File: src/rtl/mem_port_arbiter.sv
// Arbiter and sequencer that shares one memory request/ack port between the fetch and data stages.
// Data wins ties, but a bounded streak of data grants guarantees a waiting fetch is eventually served.
//
// state     | meaning
// ----------+-------------------------------------------------------
// ST_IDLE   | arbitrate between data and eligible fetch requests
// ST_BUSY_I | fetch on the memory port, m_req held until m_ack
// ST_BUSY_D | data access on the memory port, m_req held until m_ack
// ST_RESP   | completion pulse to the winner, then back to ST_IDLE
module mem_port_arbiter #(
   parameter int ADDR_W       = 32,
   parameter int DATA_W       = 32,
   parameter int SEL_W        = 4,
   parameter int MAX_D_STREAK = 4
) (
   input  logic              clk,
   input  logic              rst,
   input  logic              i_req,
   input  logic [ADDR_W-1:0] i_addr,
   input  logic              i_flush,
   output logic [DATA_W-1:0] i_rdata,
   output logic              i_done,
   output logic              i_stall,
   input  logic              d_req,
   input  logic              d_we,
   input  logic [ADDR_W-1:0] d_addr,
   input  logic [DATA_W-1:0] d_wdata,
   input  logic [SEL_W-1:0]  d_sel,
   output logic [DATA_W-1:0] d_rdata,
   output logic              d_done,
   output logic              d_stall,
   output logic              m_req,
   output logic              m_we,
   output logic [ADDR_W-1:0] m_addr,
   output logic [DATA_W-1:0] m_wdata,
   output logic [SEL_W-1:0]  m_sel,
   input  logic              m_ack,
   input  logic [DATA_W-1:0] m_rdata,
   output logic              busy
);

   localparam logic [1:0] ST_IDLE   = 2'd0;
   localparam logic [1:0] ST_BUSY_I = 2'd1;
   localparam logic [1:0] ST_BUSY_D = 2'd2;
   localparam logic [1:0] ST_RESP   = 2'd3;

   localparam logic [3:0] STREAK_MAX = 4'(MAX_D_STREAK);

   logic [1:0] state;
   logic [3:0] streak;
   logic       cancel;
   logic       resp_d;
   logic       fetch_ok;
   logic       grant_d;
   logic       grant_i;

   assign fetch_ok = i_req & ~i_flush;
   assign grant_d  = (state == ST_IDLE) & d_req & ~(fetch_ok & (streak == STREAK_MAX));
   assign grant_i  = (state == ST_IDLE) & fetch_ok & ~grant_d;

   // Flush is also honoured in the response cycle itself, hence the direct i_flush term.
   assign i_done  = (state == ST_RESP) & ~resp_d & ~cancel & ~i_flush;
   assign d_done  = (state == ST_RESP) & resp_d;
   assign i_stall = i_req & ~i_done;
   assign d_stall = d_req & ~d_done;
   assign busy    = (state != ST_IDLE);

   always_ff @(posedge clk or posedge rst) begin
      if (rst) begin
         state   <= ST_IDLE;
         streak  <= 4'd0;
         cancel  <= 1'b0;
         resp_d  <= 1'b0;
         m_req   <= 1'b0;
         m_we    <= 1'b0;
         m_addr  <= '0;
         m_wdata <= '0;
         m_sel   <= '0;
         i_rdata <= '0;
         d_rdata <= '0;
      end else begin
         case (state)
            ST_IDLE: begin
               cancel <= 1'b0;
               if (grant_d) begin
                  state   <= ST_BUSY_D;
                  resp_d  <= 1'b1;
                  m_req   <= 1'b1;
                  m_we    <= d_we;
                  m_addr  <= d_addr;
                  m_wdata <= d_wdata;
                  m_sel   <= d_sel;
               end else if (grant_i) begin
                  state   <= ST_BUSY_I;
                  resp_d  <= 1'b0;
                  m_req   <= 1'b1;
                  m_we    <= 1'b0;
                  m_addr  <= i_addr;
                  m_wdata <= '0;
                  m_sel   <= '1;
               end
               // Streak only grows while a fetch is actually being passed over.
               if (grant_d && fetch_ok) begin
                  if (streak != STREAK_MAX) begin
                     streak <= streak + 4'd1;
                  end
               end else begin
                  streak <= 4'd0;
               end
            end
            ST_BUSY_I: begin
               if (i_flush) begin
                  cancel <= 1'b1;
               end
               if (m_ack) begin
                  m_req <= 1'b0;
                  state <= ST_RESP;
                  if (!(cancel || i_flush)) begin
                     i_rdata <= m_rdata;
                  end
               end
            end
            ST_BUSY_D: begin
               if (m_ack) begin
                  m_req <= 1'b0;
                  state <= ST_RESP;
                  if (!m_we) begin
                     d_rdata <= m_rdata;
                  end
               end
            end
            ST_RESP: begin
               state  <= ST_IDLE;
               cancel <= 1'b0;
            end
            default: begin
               state <= ST_IDLE;
            end
         endcase
      end
   end

endmodule
File: config.mk
export PLATFORM = sky130hd
export DESIGN_NAME = mem_port_arbiter
export DESIGN_NICKNAME = d
export VERILOG_FILES = /design/src/rtl/mem_port_arbiter.sv
export SDC_FILE = /design/constraint.sdc
export NUM_CORES = 1
export LEC_CHECK = 0
export CAP_MARGIN = 10
export CORE_MARGIN = 5
export CORE_UTILIZATION = 35
export CTS_BUF_LIST = sky130_fd_sc_hd__clkbuf_4
export DETAILED_ROUTE_END_ITERATION = 7
export PLACE_DENSITY = 0.83
export SYNTH_ARGS = -nofsm -noshare
export SYNTH_HDL_FRONTEND = slang
export SYNTH_SLANG_ARGS = --single-unit
File: constraint.sdc
create_clock -name clk -period 5.3 [get_ports clk]
set_clock_uncertainty 0.15 [all_clocks]
set_input_delay 1.06 -clock clk [delete_from_list [all_inputs] [get_ports clk]]
set_output_delay 1.06 -clock clk [all_outputs]
set_load 0.02 [all_outputs]
==> reports/qor.csv <==
stage;metric;value;unit
logic_synthesis;Synth Flop Type;dfrtp_1;
hold_path;hold path start;i_rdata[7];
logic_synthesis;#FFs+latches synth;142;
logic_synthesis;syn avg cell area;13.5;um2
power;part of the power in registers;35.7;%
logic_synthesis;Synthesis Warnings;0;
clock_tree;CTS H-tree depth;4;
power;Clock power frac;11.3;%
hold_path;Worst Hold Class;flip-flop to flip-flop;
power;LEAKAGE;3.80;nW
global_routing;pin count of the biggest net entering global routing;85;
timing;Period minus WS final;4010;ps
global_routing;Total GRT Usage;17.8;%
die;Initial Util;35.6;%
critical_path;Worst Path Max Fanout;8;
clock_tree;root buf cell;clkbuf_4;
logic_synthesis;sequential element share of the synthesized area;60.3;%
critical_path;r2r startpoint;state[0];
critical_path;crit path from;i_flush;
global_routing;global route overflow;0;
timing;fmax;249;MHz
critical_path;critical path type;input pin to primary output;
placed_design;IO buf count;277;
power;Psw;2.02;mW
die;Core Box Area;16500;um2
placed_design;dpl cells;908;
die;std cell rows;47;
power;PwrDens;578;nW/um2
global_routing;antenna violations before repair;2;
logic_synthesis;synth top area cells;dfrtp_1 (60%), mux2_2 (12%), a221o_1 (5.4%), a22o_1 (4.9%), a21oi_1 (3.0%);
power;sw frac;38.5;%
routing;first drt pass iteration count;4;
critical_path;CP endpoint kind;primary output;
routing;via count;4810;
clock_tree;worst skew pair latency;520;ps
finish;nets@finish;854;
placed_design;DP Area;8850;um2
placed_design;HPWL Detailed;12.8;mm
timing;RSZ-0062 raised after global routing;false;
finish;area grow syn2layout;54.3;%
power;Max IR drop VDD;0.281;mV
critical_path;required time of the critical path;4090;ps
critical_path;crit path capture;i_done;
critical_path;Critical Path AT;2800;ps
logic_synthesis;Post-synth EDFFs;0;
routing;# DRC;0;
die;die height;140;um
die;Die ar.;19500;um2
timing;Final Hold Viols;0;
finish;fin area;9080;um2
die;die width;140;um
routing;via/cell ratio;5.11;
status;status;completed;
clock_tree;CTS resizes;0;
timing;Max Transition Viols Final;0;
critical_path;reg2reg path depth;6;
logic_synthesis;most numerous cell in the Yosys netlist;dfrtp_1;
global_routing;vias in the first global route;5149;
routing;Post-Route WL;17.4;mm
logic_synthesis;cell accounting for the most synthesized area;dfrtp_1;
timing;Slew Limit Headroom;34.8;%
logic_synthesis;Synth top cells by count;dfrtp_1 (142), mux2_2 (63), a21oi_1 (35), nand3_1 (35), a22o_1 (33);
clock_tree;hold buffers post-CTS;0;
logic_synthesis;Post-Syn Instances;437;
clock_tree;Clock transition at path regs;120;ps
timing;Final Cycle Share;75.7;%
placed_design;routability congestion estimate;0.783;
critical_path;FF-to-FF setup slack;2780;ps
timing;Worst-Margin Slew;975;ps
finish;share of cells above drive strength 1;15.3;%
clock_tree;Inserted Clock Buffers;17;
logic_synthesis;Synth Cell Area;5890;um2
routing;first-iteration detailed-routing DRC count;212;
global_routing;first-pass GRT wire length;27.6;mm
power;power share of the combinational group;53.0;%
clock_tree;clock buffer depth;2;
logic_synthesis;Post-synth ARST share;100;%
timing;Sum Neg Setup Slack;0;ps
logic_synthesis;Mapped Nets;584;
routing;ANT nets after route;0;
clock_tree;Post-CTS Setup Inserts;0;
clock_tree;CTS tree;done;
critical_path;R2R Path End;m_addr[6];
flow_run;Max-Cap Viols;0;
routing;drt wl/cell;18.5;um
die;I/O pins;278;
logic_synthesis;top cell type's share of synthesized area;60.3;%
critical_path;startpoint types;input pin;
power;final total power;5.25;mW
finish;post-route insts no fill;941;
timing;endpoints failing setup;0;
clock_tree;Clock Sinks;142;
logic_synthesis;Yosys cell types;39;
power;Internal;3.23;mW
-- area by class of cell --
type	instances	area, um2
diodes	1	2.50
flip-flops and latches	142	3550
clock inverters	14	93.8
clock buffers	18	135
repair buffers	288	2860
fillers	1393	7440
multi-input cells	250	2130
inverters	8	35.0
well taps	220	275
-- metrics by stage --
| step | util, % | setup WS, ps | hold WS (ps) |
|---|---|---|---|
| finish | 55.0 | 1290 | 355 |
| global route | 55.0 | 1150 | 384 |
| CTS | 55.0 | 1270 | 359 |
| detailed placement | 53.6 | 1260 | 330 |
| global placement | 53.6 | 1320 | 319 |
| floorplan | - | 280 | 311 |
-- registers in the layout, summed over array words and instances, names as in the netlist --
| register | cells |
|---|---|
| d_rdata | 32 |
| state | 2 |
| m_addr | 32 |
| m_we | 1 |
| i_rdata | 32 |
| m_sel | 4 |
| m_wdata | 32 |
| cancel | 1 |
| streak | 4 |
| m_req | 1 |
| resp_d | 1 |
-- cells by family after synthesis --
family / after synthesis / synth area share [%]
mux: 66 / 12.6
simple gates: 56 / 5.38
flops: 142 / 60.3
buf+inv: 45 / 3.99
compound gates: 120 / 16.0
fa+ha+maj: 8 / 1.70
-- worst min path at each step --
stage | end | slack [ps] | depth (start not counted)
floorplan | resp_d | 310 | 2
global placement | i_rdata[7] | 320 | 1
detailed placement | i_rdata[7] | 330 | 1
CTS | i_rdata[7] | 360 | 1
global route | i_rdata[12] | 380 | 1
finish | i_rdata[7] | 350 | 1
-- critical path, stage by stage --
cell	delay (ps)
clkdlybuf4s50_1	600
nor4b_1	460
clkdlybuf4s50_1	680
-- power by group through the flow --
stage	combinational, mW	clock [mW]	sequential, mW
finish	2.78	0.593	1.87
global route	2.95	0.668	1.94
CTS	2.82	0.623	1.87
detailed placement	2.82	0	1.88
global placement	2.76	0	1.87
floorplan	0.879	0	2.46
-- layout by cell type (no fill, tap or decap), drive strengths merged, types with 2 or more instances in the layout --
cell type / Yosys / layout
o21ai: 3 / 3
o22a: 4 / 4
a21oi: 36 / 36
clkdlybuf4s50: 0 / 277
nand3b: 4 / 4
nand2: 3 / 3
a221oi: 2 / 2
inv: 8 / 11
ha: 8 / 8
clkinvlp: 0 / 6
dfrtp: 142 / 142
nand2b: 2 / 2
clkbuf: 8 / 18
mux2: 65 / 65
nand3: 35 / 35
and2: 2 / 2
a221o: 32 / 32
o2bb2ai: 2 / 2
buf: 29 / 11
clkinv: 0 / 5
nor2b: 6 / 6
a22o: 33 / 33
-- metal layers --
layer	global-route usage, %	part of all wire (%)	vias to the layer above
met3	7.20	10	23
met4	5.86	1.7	2
met2	29.2	49	233
li1	-	-	2196
met1	21.4	40	2356
met5	0	0.063	-
Note: power is estimated with default switching activity, not from simulation.
